--- src/rtl/apb_slave_pkg.sv ---
// Shared types and defaults for the APB slave: FSM state encoding, default
// parameter values and the WCOUNT address helper.
package apb_slave_pkg;

  typedef enum logic [1:0] {
    IDLE   = 2'd0,
    SETUP  = 2'd1,
    ACCESS = 2'd2
  } state_e;

  localparam int DEF_ADDR_W      = 2;
  localparam int DEF_DATA_W      = 2;
  localparam int DEF_WAIT_CYCLES = 1;

  // WCOUNT lives at the all-ones address of the map.
  function automatic int unsigned wcount_addr(input int unsigned addr_w);
    return (32'd1 << addr_w) - 32'd1;
  endfunction

endpackage

--- src/rtl/apb_wait_counter.sv ---
// 4-bit loadable down-counter that paces the ACCESS wait states.
module apb_wait_counter (
  input  logic       clk_i,
  input  logic       rst_i,
  input  logic       load_i,
  input  logic [3:0] load_val_i,
  input  logic       dec_i,
  output logic       zero_o
);

  logic [3:0] cnt_q;
  logic [3:0] cnt_d;

  always_comb begin
    cnt_d = cnt_q;
    if (load_i) begin
      cnt_d = load_val_i;
    end else if (dec_i && (cnt_q != 4'd0)) begin
      cnt_d = cnt_q - 4'd1;
    end
  end

  always_ff @(posedge clk_i or posedge rst_i) begin
    if (rst_i) begin
      cnt_q <= 4'd0;
    end else begin
      cnt_q <= cnt_d;
    end
  end

  assign zero_o = (cnt_q == 4'd0);

endmodule

--- src/rtl/apb_slave.sv ---
// APB slave with a small RW register file, a read-only write counter (WCOUNT)
// at the top address, and a programmable number of wait states per transfer.
module apb_slave
  import apb_slave_pkg::*;
#(
  parameter int ADDR_W      = DEF_ADDR_W,
  parameter int DATA_W      = DEF_DATA_W,
  parameter int WAIT_CYCLES = DEF_WAIT_CYCLES
) (
  input  logic              pclk,
  input  logic              preset,
  input  logic              pselx,
  input  logic              penable,
  input  logic              pwrite,
  input  logic [ADDR_W-1:0] paddr,
  input  logic [DATA_W-1:0] pwdata,
  output logic [DATA_W-1:0] prdata,
  output logic              pready,
  output logic              pslave_error
);

  localparam int NREG = (1 << ADDR_W) - 1;
  localparam logic [ADDR_W-1:0] WC_ADDR = ADDR_W'(wcount_addr(ADDR_W));

  state_e            state_q;
  state_e            state_d;
  logic [ADDR_W-1:0] addr_q;
  logic              wr_q;
  logic [DATA_W-1:0] wdata_q;
  logic [DATA_W-1:0] regs_q [NREG];
  logic [DATA_W-1:0] wcount_q;
  logic              wait_zero;
  logic              latch_en;
  logic              wait_dec;
  logic              hit_wcount;
  logic              do_write;
  logic [DATA_W-1:0] rd_val;

  apb_wait_counter u_wait (
    .clk_i      (pclk),
    .rst_i      (preset),
    .load_i     (latch_en),
    .load_val_i (4'(WAIT_CYCLES)),
    .dec_i      (wait_dec),
    .zero_o     (wait_zero)
  );

  always_comb begin
    state_d = state_q;
    case (state_q)
      IDLE: begin
        if (pselx && !penable) state_d = SETUP;
      end
      SETUP: begin
        state_d = ACCESS;
      end
      ACCESS: begin
        if (wait_zero) begin
          // Completion cycle: a fresh setup phase chains straight into SETUP.
          state_d = (pselx && !penable) ? SETUP : IDLE;
        end else if (!pselx || !penable) begin
          state_d = IDLE;
        end
      end
      default: state_d = IDLE;
    endcase
  end

  always_ff @(posedge pclk or posedge preset) begin
    if (preset) begin
      state_q <= IDLE;
    end else begin
      state_q <= state_d;
    end
  end

  // SETUP is only ever entered from IDLE or ACCESS, so this fires once per transfer.
  assign latch_en   = (state_d == SETUP);
  assign wait_dec   = (state_q == ACCESS) && !wait_zero;
  assign pready     = (state_q == ACCESS) && wait_zero;
  assign hit_wcount = (addr_q == WC_ADDR);
  assign do_write   = pready && wr_q && !hit_wcount;

  always_ff @(posedge pclk or posedge preset) begin
    if (preset) begin
      addr_q  <= '0;
      wr_q    <= 1'b0;
      wdata_q <= '0;
    end else if (latch_en) begin
      addr_q  <= paddr;
      wr_q    <= pwrite;
      wdata_q <= pwdata;
    end
  end

  always_ff @(posedge pclk or posedge preset) begin
    if (preset) begin
      for (int i = 0; i < NREG; i++) begin
        regs_q[i] <= '0;
      end
      wcount_q <= '0;
    end else if (do_write) begin
      regs_q[addr_q] <= wdata_q;
      wcount_q       <= wcount_q + DATA_W'(1);
    end
  end

  assign rd_val       = hit_wcount ? wcount_q : regs_q[addr_q];
  assign prdata       = (pready && !wr_q) ? rd_val : '0;
  assign pslave_error = pready && wr_q && hit_wcount;

endmodule

--- config.mk ---
export PLATFORM = sky130hd
export DESIGN_NAME = apb_slave
export DESIGN_NICKNAME = d
export VERILOG_FILES = /design/src/rtl/apb_slave_pkg.sv /design/src/rtl/apb_wait_counter.sv /design/src/rtl/apb_slave.sv
export SDC_FILE = /design/constraint.sdc
export NUM_CORES = 1
export LEC_CHECK = 0
export ABC_CLOCK_PERIOD_IN_PS = 2110
export CAP_MARGIN = 40
export CORE_MARGIN = 5
export CORE_UTILIZATION = 53
export CTS_CLUSTER_SIZE = 40
export DETAILED_ROUTE_END_ITERATION = 8
export PLACE_DENSITY = 0.84
export SLEW_MARGIN = 20
export SYNTH_ARGS = -nofsm -noshare
export SYNTH_HDL_FRONTEND = slang
export SYNTH_SLANG_ARGS = --single-unit
--- constraint.sdc ---
create_clock -name pclk -period 2.11 [get_ports pclk]
set_clock_uncertainty 0.05 [all_clocks]
set_input_delay 0.422 -clock pclk [delete_from_list [all_inputs] [get_ports pclk]]
set_output_delay 0.422 -clock pclk [all_outputs]
set_load 0.05 [all_outputs]
==> results.txt, run 1 <==
The post-synthesis cell area is 1030 µm². The region available for standard cell placement spans 1900 µm². After global routing the overflow that remains totals 0. Dividing the detail-routed wire length by the instance count gives 16.3 µm. The critical path is of the flip-flop to output pin type. In the finished design, the share of the clock period the worst path needs comes to 1.04. The global placer's final weighted congestion came out at 0.843. The cell type contributing the most total cell area after synthesis is dfrtp_1. The share of the Yosys chip area taken by registers is 0.461. The core occupancy in the finished layout came out at 0.730.

Among all cell types in the netlist, the one instantiated most often is dfrtp_1. Setup repair after global routing could not meet its margin everywhere. The final routed DRC violation total is 0. The total number of placement rows is 16. The area growth from synthesis to layout is 34.7%.

The total iterations of the first detailed-routing run came out at 4. The via count came out at 736. The share of total power in combinational logic came out at 0.421. The final net count came out at 118. 13 I/O pins were placed. The number of different library cells in the post-synthesis netlist came out at 33.

The worst pin sits at a relative slew slack of 0.758. The number of buffers added on ports came out at 12. STA classifies the critical path endpoint as an output pin. Across the run, the number of max-cap violations was 0. For this run, the number of Yosys warnings is 0. The number of sinks on the clock net is 19. The launch instance of the worst register-to-register path is u_wait.cnt_q[0]. The die width came out at 54.1 µm. The share of async-settable or async-resettable flops after synthesis is 1.00. Of the total power, the share spent switching nets is 0.367.

After clock tree synthesis, the clock-pin slew on the worst setup and hold paths is 110 ps. Together, buffers and inverters on the worst path number 2. The number of vias per cell after detailed routing came out at 5.53. The share of synthesized area in the top cell type comes to 0.461. The total wire length came out at 2170 µm. The detailed router finished its first iteration with 14 violations. The diode insertion count for antenna repair is 0. CTS built an H-tree with a depth of 1. Once detail routing completed, the nets flagged for antenna violations numbered 0. The first global-routing pass estimated 3720 µm of wire.

From bottom edge to top edge, the die measures 54.1 µm. The power density over the cells is 1010 nW/µm². For this run, the top clock speed supported by timing is 458 MHz. The insertion delay to the later sink of the worst-skew pair is 300 ps. Walking the worst path, the cells encountered are inv_2, ha_4, or3b_4, nor3_4, buf_12.

The slowest stage of the critical path is the dfrtp_1 cell. The number of global-route vias before repair came out at 770. The number of synthesized flops with an enable pin came out at 0.

The number of register bits inferred by synthesis came out at 19. The overall power came out at 1.40 mW. After layout, the minimum clock period comes to 2190 ps.

The mean area per synthesized cell came out at 12.6 µm². In the post-route analysis, the smallest setup slack over all paths is -75.5 ps. The setup TNS came out at -122 ps. The total of endpoints with negative setup slack in the final report is 3.

The effective utilization at floorplan came out at 0.542. The area of the die is 2930 µm². The worst stage delay on the critical path came out at 400 ps. By area the synthesized netlist is led by dfrtp_1 46%, mux2_2 12%, mux4_2 4.4%. At the worst endpoint, the required time is 1640 ps. For this run, the leading register cell type out of synthesis is dfrtp_1.

The worst hold margin came out at 373 ps. The number of fill cells is 122. The initial antenna violation count is 0. The commonest cells after synthesis are 19 x dfrtp_1, 11 x mux2_2, 7 x inv_1, 5 x nor3b_1, 4 x nand3_1. The total clock buffers created by CTS came out at 3. In the final layout, the share of cells above drive strength 1 is 0.453. The net switching power is 0.513 mW. The number of hold violations in the final report came to 0. The root buffer cell chosen for the clock tree is clkbuf_4.

The final max-slew violation count is 0. At the pin with the least slew margin, the transition time is 362 ps. The clock share of power is 0.132. The largest buffer count on any clock path came out at 2.

The internal power component came out at 0.886 mW. The quantity of hold-fixing buffers added after cts is 0. The overall global routing resource usage came out at 0.186. The worst supply voltage drop on vdd is 0.600 mV. Along the worst path, the maximum fanout reaches 2. The instance count of the mapped netlist is 82. On the critical path the largest part of the delay comes from simple AND/OR/NAND/NOR gates. STA classifies the critical path startpoint as a flip-flop. The final reports fail on negative setup slack. For the worst setup path, the data arrival time is 1710 ps.

The largest net degree at the start of global routing is 20. The analysis attributes to cell leakage a power of 0.605 nW. The class of the tightest hold or removal check is input port to asynchronous set/reset pin. The run finished, with violations left.

The post-DP HPWL is 1560 µm. The most critical setup path has its startpoint at u_wait.cnt_q[0]. The share of total power dissipated in sequential elements is 0.447. TritonCTS built the clock tree.

The net count of the mapped netlist is 93.
[what timing repair did]
action | 4_1_cts | 5_1_grt
endpoints found under the setup margin | 4 | 15
gates resized for setup | 13 | 0
setup buffers | 5 | 1
pin swaps | 5 | 1
[cells in the final DEF (no fill, tap or decap), types with 3 or more instances in the layout]
| cell type | Yosys | routed |
|---|---|---|
| clkbuf_4 | 0 | 3 |
| mux2_2 | 11 | 9 |
| nand3_1 | 4 | 4 |
| buf_4 | 0 | 11 |
| nor3b_4 | 0 | 3 |
| inv_1 | 7 | 5 |
| buf_12 | 0 | 4 |
| clkdlybuf4s50_1 | 0 | 8 |
| dfrtp_1 | 19 | 18 |
[tightest hold or removal path, cell delays in order]
cell and delay [ps]:
clkdlybuf4s50_1 390, inv_1 50, buf_4 240
[sequential cells by signal, summed over array words and instances, names as in the netlist]
| signal | cells |
|---|---|
| addr_q | 2 |
| regs_q | 6 |
| state_q | 2 |
| u_wait.cnt_q | 4 |
| wcount_q | 2 |
| wdata_q | 2 |
| wr_q | 1 |
[area by class of cell]
class	instances	area, µm²	area share
clock buffers	3	22.5	0.0162
clock inverters	1	7.51	0.00541
inverters	7	26.3	0.0189
multi-input cells	53	579	0.417
flip-flops and latches	19	477	0.343
well taps	27	33.8	0.0243
repair buffers	23	243	0.175
[cells by family (layout without fill, tap and decap cells)]
family	after synthesis	after routing	synth area share
mux	13	13	0.164
flops	19	19	0.461
buf+inv	10	34	0.0449
xor+xnor	3	3	0.0255
simple gates	28	28	0.223
fa+ha+maj	2	2	0.0243
compound gates	7	7	0.0570
[routing by layer]
| layer | wire length [µm] | track usage | vias up |
|---|---|---|---|
| met5 | 0 | 0 | - |
| met1 | 874 | 0.218 | 366 |
| met3 | 88 | 0.0582 | 4 |
| met4 | 44 | 0.0581 | 0 |
| met2 | 1160 | 0.325 | 20 |
| li1 | - | - | 346 |
[metrics by stage]
stage / setup WS [ps] / cells / cell area, µm²
2_1_floorplan: 59.3 / 82 / 1070
5_1_grt: -145 / 133 / 1390
3_3_place_gp: 75.4 / 124 / 1290
3_5_place_dp: -19.9 / 124 / 1290
4_1_cts: -148 / 133 / 1400
6_report: -75.5 / 133 / 1390
[power groups by stage]
stage	logic (mW)	registers [mW]	clock network, mW
CTS	0.607	0.623	0.192
floorplan	0.401	0.569	0
detailed placement	0.486	0.624	0
finish	0.589	0.626	0.184
global placement	0.464	0.612	0
global route	0.637	0.648	0.209
[path summary, 6_finish.rpt]
kind / end / slack [ps] / cells after the start
min reg2reg: wcount_q[1] / 450 / 1
max: pslave_error / -80 / 5
min: wdata_q[0] / 370 / 3
min in group pclk: wcount_q[1] / 450 / 1
max in group asynchronous: state_q[1] / 1420 / 3
max reg2reg: regs_q[5] / 70 / 6
No activity file was read; power rests on OpenSTA's default activity.
==> run 2: changes to the inputs <==
--- a/config.mk
+++ b/config.mk
@@ -8,10 +8,11 @@
 export ABC_CLOCK_PERIOD_IN_PS = 2110
 export CAP_MARGIN = 40
 export CORE_MARGIN = 5
-export CORE_UTILIZATION = 53
+export CORE_UTILIZATION = 55
+export CTS_BUF_LIST = sky130_fd_sc_hd__clkbuf_4
 export CTS_CLUSTER_SIZE = 40
 export DETAILED_ROUTE_END_ITERATION = 8
-export PLACE_DENSITY = 0.84
+export PLACE_DENSITY = 0.86
 export SLEW_MARGIN = 20
 export SYNTH_ARGS = -nofsm -noshare
 export SYNTH_HDL_FRONTEND = slang
==> run 2 against run 1 <==
  * The flow still finishes with violations (negative setup slack)
  * Final cell count down 1.5%
  * Worst setup slack gained 36 ps
  * Via count down 1.9%
  * Power down 2.3%
  * Global-route usage decreased by 1.3 points
  * Largest cell class unchanged
  * Highest routed layer unchanged
==> results.txt, run 2 (synthesized netlist as in run 1, its figures left out) <==
After the flow finishes, the layout carries non-filler instances totaling 131. Relative to the synthesized area, the layout overhead comes to 32.9%. In this run the core area contains 15 standard-cell rows. The number of vias per cell after detailed routing is 5.51.

The completed layout was analyzed and its total power is 1.37 mW. More flip-flops sit in one register than any other, and that register is regs_q. After detailed placement, the design holds a cell count of 123.

The die width came out at 53.3 µm. The clock reaches the later pin of the worst-skew pair after 300 ps. The minimum clock period after layout came out at 2150 ps. The length in cells of the worst reg-to-reg path came out at 6. The number of hold violations in the final report was 0. The total of endpoints with negative setup slack in the final report came out at 3. The largest net degree at the start of global routing is 20.

The pin slew with the least headroom to its limit is 360 ps. The worst stage delay on the critical path came out at 410 ps. The quantity of hold-fixing buffers added after cts is 0.

Summed over all failing endpoints, the final setup total negative slack is -85.5 ps. The first-pass GRT wire length came out at 3530 µm. The number of global-route vias before repair is 739. The final net count came out at 118. Dividing the final minimum period by the clock period gives 1.02. The final route contains 722 vias.

The data required time at the worst endpoint is 1640 ps. The post-DP HPWL is 1450 µm. Setup repair after global routing could not meet its margin everywhere.

Across every metal layer, demand over resource in global routing totals 0.173. The class of the tightest hold or removal check is input port to asynchronous set/reset pin. The library cells used most frequently in the layout, excluding fill and tap cells, are 18 x dfrtp_1, 11 x mux2_2, 11 x buf_4. The largest registers in the layout are regs_q: 6 flops, u_wait.cnt_q: 4 flops. STA classifies the critical path startpoint as a flip-flop. The worst-case headroom to the max-slew limit is 0.760. Clock tree synthesis found a total of 19 sinks. The power density over the cells is 998 nW/µm². The worst setup path is captured at an output pin. The final max-slew violation count came out at 0.

The sequential standard cell area is 477 µm². The worst supply voltage drop on vdd came out at 0.724 mV. The number of routed nets with antenna violations is 0. The total length of routed met2 wires is 964 µm. The area of the die is 2840 µm². The run finished, with violations left. The height of the die came out at 53.3 µm. The routed length per placed instance is 15.2 µm. The total iterations of the first detailed-routing run is 4. The number of buffers added on ports came out at 12. The diode insertion count for antenna repair came out at 0. The I/O pin total came out at 13. After floorplanning, the core was sized to cover 1750 µm². Across the run, the number of max-cap violations was 0. Clock tree synthesis selected as its root buffer the cell clkbuf_4.

The flip-flop count of the largest register, all copies and words added came out at 6. The biggest fanout along the worst timing path is 2. Clock-pin slew was measured on the worst setup and hold paths at 110 ps. The final reports fail on negative setup slack. In this run the deepest clock path goes through 2 buffers. Based on the critical path, the design can be clocked at up to 465 MHz.

The met3 wire length came out at 80 µm. The fraction of layout instances using a drive strength above 1 came out at 0.453. The final routed DRC violation total came out at 0. The combined area of the multi-input logic cells is 566 µm². The final setup slack of the worst path came out at -39.4 ps. The uppermost signal routing layer after detailed routing is met4. The met1 routed wirelength after detailed routing came out at 935 µm. The congestion estimate from routability-driven global placement came to 0.815. Walking the worst path, the cells encountered are inv_2, ha_4, or3b_4, nor3_4, buf_12. The cell at the slowest stage of the critical path is dfrtp_1. The leading cell type in the layout, fill and taps excluded is dfrtp_1. For this block, the initial DRC count from the detailed router was 8. For the worst setup path, the data arrival time is 1680 ps. The static leakage power is 0.608 nW. The worst setup path is of the flip-flop to output pin kind.

CTS built an H-tree with a depth of 1. Counting the buffers created by CTS gives 3. The initial utilization of the core area, before any placement, comes to 0.591. The global route total overflow came out at 0. The total wire length is 1990 µm. TritonCTS built the clock tree. The number of fill cells is 104. The initial antenna violation count is 0.
## run 2: metal layers
layer,GRT usage,vias up
met2,0.280,14
met3,0.0423,2
met4,0.0383,0
met1,0.232,366
li1,-,340
met5,0,-
## run 2: path summary, 6_finish.rpt
kind / from / to / slack (ps)
max: u_wait.cnt_q[1] / pslave_error / -40
min: preset / wdata_q[0] / 370
max reg2reg: u_wait.cnt_q[1] / wr_q / 110
min reg2reg: wcount_q[1] / wcount_q[1] / 450
max in group asynchronous: preset / addr_q[0] / 1430
min in group pclk: wcount_q[1] / wcount_q[1] / 450
## run 2: final cells by class
| type | count | area share |
|---|---|---|
| multi-input combinational | 53 | 0.413 |
| sequential | 19 | 0.348 |
| timing repair buffer | 23 | 0.177 |
| tap | 25 | 0.0228 |
| inverter | 7 | 0.0192 |
| clock buffer | 3 | 0.0164 |
| clock inverter | 1 | 0.00365 |
## run 2: critical path: cells and delay by family (launching register included)
| kind | cells | cell delay [ps] |
|---|---|---|
| flops | 1 | 410 |
| simple gates | 2 | 610 |
| buf+inv | 2 | 240 |
| fa+ha+maj | 1 | 120 |
## run 2: repair_timing
action | in CTS | in global routing
setup endpoints to repair | 3 | 14
pin swaps | 5 | 1
resized for setup | 10 | 0
setup buffers | 5 | 0
## run 2: stage by stage
stage / setup slack [ps] / hold slack (ps) / area (µm²) / util
6_report: -39.4 / 372 / 1370 / 0.785
2_1_floorplan: 59.3 / 323 / 1070 / -
3_3_place_gp: 68.1 / 423 / 1290 / 0.741
4_1_cts: -108 / 374 / 1390 / 0.796
5_1_grt: -115 / 405 / 1370 / 0.785
3_5_place_dp: 22.3 / 429 / 1290 / 0.741
## run 2: where the power goes
group	switching [mW]	internal, mW
clock network	0.113	0.0707
registers	0.131	0.484
logic	0.257	0.311
total	0.502	0.865
==> run 3: changes to the inputs <==
--- a/config.mk
+++ b/config.mk
@@ -7,7 +7,6 @@
 export LEC_CHECK = 0
 export ABC_CLOCK_PERIOD_IN_PS = 2110
 export CAP_MARGIN = 40
-export CORE_MARGIN = 5
 export CORE_UTILIZATION = 55
 export CTS_BUF_LIST = sky130_fd_sc_hd__clkbuf_4
 export CTS_CLUSTER_SIZE = 40
==> run 3 against run 2 <==
  * Count of clock-buffer cells in the layout did not move
  * Via count grew 0.28%
  * Die area decreased by 28%
  * The run still ends with negative setup slack left
  * Sequential cell count is the same
  * Global-route usage grew 6.5 points
  * Register-to-register slack got worse by 60 ps
  * Cell area is 1.5% higher
  * Sequential share of layout area down 0.50 points
  * Fmax fell by 0.74%
  * Critical endpoint unchanged
  * Power increased by 1.4%
  * Largest power group unchanged
  * Routed wire length up 1.3%
==> results.txt, run 3 (synthesized netlist as in run 1, its figures left out) <==
The run finished, with violations left. The checks that failed: negative setup slack. The number of hold violations in the final report is 0. The static leakage power is 0.610 nW. The effective utilization at floorplan is 0.591.

The total overflow left after global routing is 0. The number of global-route vias before repair is 728. The overall power is 1.39 mW. In the layout the commonest cells are 18 x dfrtp_1, 11 x mux2_2, 11 x buf_4.

The worst-case headroom to the max-slew limit is 0.767. CTS built an H-tree with a depth of 1. The number of buffers added on ports came out at 12.

The nature of the critical path startpoint is a flip-flop. Setup slack on the critical path of the routed design comes to -55.6 ps. After clock tree synthesis, the clock-pin slew on the worst setup and hold paths is 110 ps. Setup violations remaining at the end of the flow were counted as 3. For this run, the total global-route usage over all layers was measured as 0.238.

The standard cell area after detailed placement is 1290 µm². Summed over all nets, wire length on met3 after detailed routing comes to 62 µm. For this block, the initial DRC count from the detailed router was 16. The diode insertion count for antenna repair is 0. Across the run, the number of max-cap violations was 0.

The category of the worst setup path capture point is an output pin. In the detailed route, the total length drawn on met2 is 977 µm. The number of vias per cell after detailed routing is 5.48. Leaving out filler cells and counting taps, the final layout contains 132. The part of the power in registers came out at 0.449. The maximum clock frequency is 462 MHz. The net switching power came out at 0.512 mW. The total wire length came out at 2020 µm. The via count is 724. At the end of routability-driven placement, the weighted congestion stood at 0.823.

The total clock buffers created by CTS came out at 3. The final max-slew violation count was 0. The post-placement setup slack is 51.2 ps. For this run, design rule violations remaining after detail routing come to 0. The flip-flop count of the largest register, all copies and words added came out at 6.

In the finished design, the share of the clock period the worst path needs comes to 1.03. Of the total power, the share spent switching nets is 0.370. The data required time at the worst endpoint is 1640 ps. The CTS tree is built. The post-DP HPWL came out at 1380 µm.

The initial antenna violation count is 0. The total iterations of the first detailed-routing run is 4. For the final routed database, the setup TNS stands at -129 ps. The worst hold margin is 366 ps.

Compared with the post-synthesis result, the final layout area differs by 34.8%. In this run the worst hold path is classified as input port to asynchronous set/reset pin. The quantity of hold-fixing buffers added after cts is 0.

The core area is 1750 µm². The largest buffer count on any clock path came out at 2. The library cell used most frequently in the layout, excluding fill and tap cells, is dfrtp_1. In this run the remaining antenna-violating nets after routing total 0.

The fraction of layout instances using a drive strength above 1 is 0.467. The core occupancy in the finished layout is 0.796. Signal routing reaches up to met4. After layout, the minimum clock period comes to 2170 ps. The met1 routed wirelength after detailed routing came out at 946 µm. The I/O pin total is 13. At the pin with the least slew margin, the transition time is 349 ps. The insertion delay to the later sink of the worst-skew pair is 310 ps. The largest registers in the layout are regs_q: 6 flops, u_wait.cnt_q: 4 flops. Setup repair after global routing could not meet its margin everywhere. The register with the most flip-flops in the final layout is regs_q. The worst endpoint data arrival time is 1690 ps.

The final net count is 119. Entering global routing, the biggest net connects 20 pins. The clock share of power came out at 0.138. The worst supply voltage drop on vdd is 0.650 mV. The routed length per placed instance is 15.3 µm. The total number of placement rows is 15. The area of the die is 2050 µm². The power density over the cells came out at 997 nW/µm². The tree built by TritonCTS fans out to 19 sinks. The die width came out at 45.3 µm. The worst setup path is of the flip-flop to output pin kind.

The tree is rooted in a clkbuf_4. The internal power component is 0.874 mW. The post-placement cell count came out at 123. The summed area of non-filler cells in the final layout came out at 1390 µm². The biggest fanout along the worst timing path came out at 2.

From bottom edge to top edge, the die measures 45.3 µm. Of the total power, combinational logic draws 0.414. The first-pass GRT wire length is 3350 µm.
-- run 3: layout make-up --
cell class	count	area, µm²
Sequential cell	19	477
Multi-Input combinational cell	53	572
Tap cell	25	31.3
Clock inverter	1	5.00
Clock buffer	3	22.5
Timing Repair Buffer	24	254
Fill cell	96	355
Inverter	7	28.8
-- run 3: what timing repair did --
action | in CTS | in global routing
gates resized for setup | 9 | 4
pin swaps | 2 | 2
setup endpoints to repair | 4 | 15
buffers inserted | 4 | 2
-- run 3: worst paths after layout --
path / slack (ps) / depth (start not counted) / endpoint / start
max: -60 / 5 / pslave_error / u_wait.cnt_q[1]
min: 370 / 3 / wdata_q[1] / preset
max reg2reg: 50 / 6 / regs_q[3] / u_wait.cnt_q[1]
min reg2reg: 430 / 1 / wcount_q[1] / wcount_q[1]
max in group asynchronous: 1430 / 3 / addr_q[0] / preset
min in group pclk: 430 / 1 / wcount_q[1] / wcount_q[1]
-- run 3: critical path: stages, from the launching register on --
cell,delay (ps)
dfrtp_1,400
inv_2,90
ha_4,130
or3b_4,400
nor3_4,210
buf_12,160
-- run 3: per-layer routing --
metal,global-route usage,vias to the layer above
met2,0.374,20
met1,0.326,355
li1,-,345
met5,0,-
met4,0.109,0
met3,0.0360,4
-- run 3: power groups by stage --
stage          Clock [mW]  Sequential [mW]  Combinational [mW]
3_3_place_gp            0            0.610               0.470
3_5_place_dp            0            0.618               0.493
4_1_cts             0.197            0.613               0.576
5_1_grt             0.211            0.640               0.623
6_report            0.191            0.622               0.573
2_1_floorplan           0            0.569               0.401
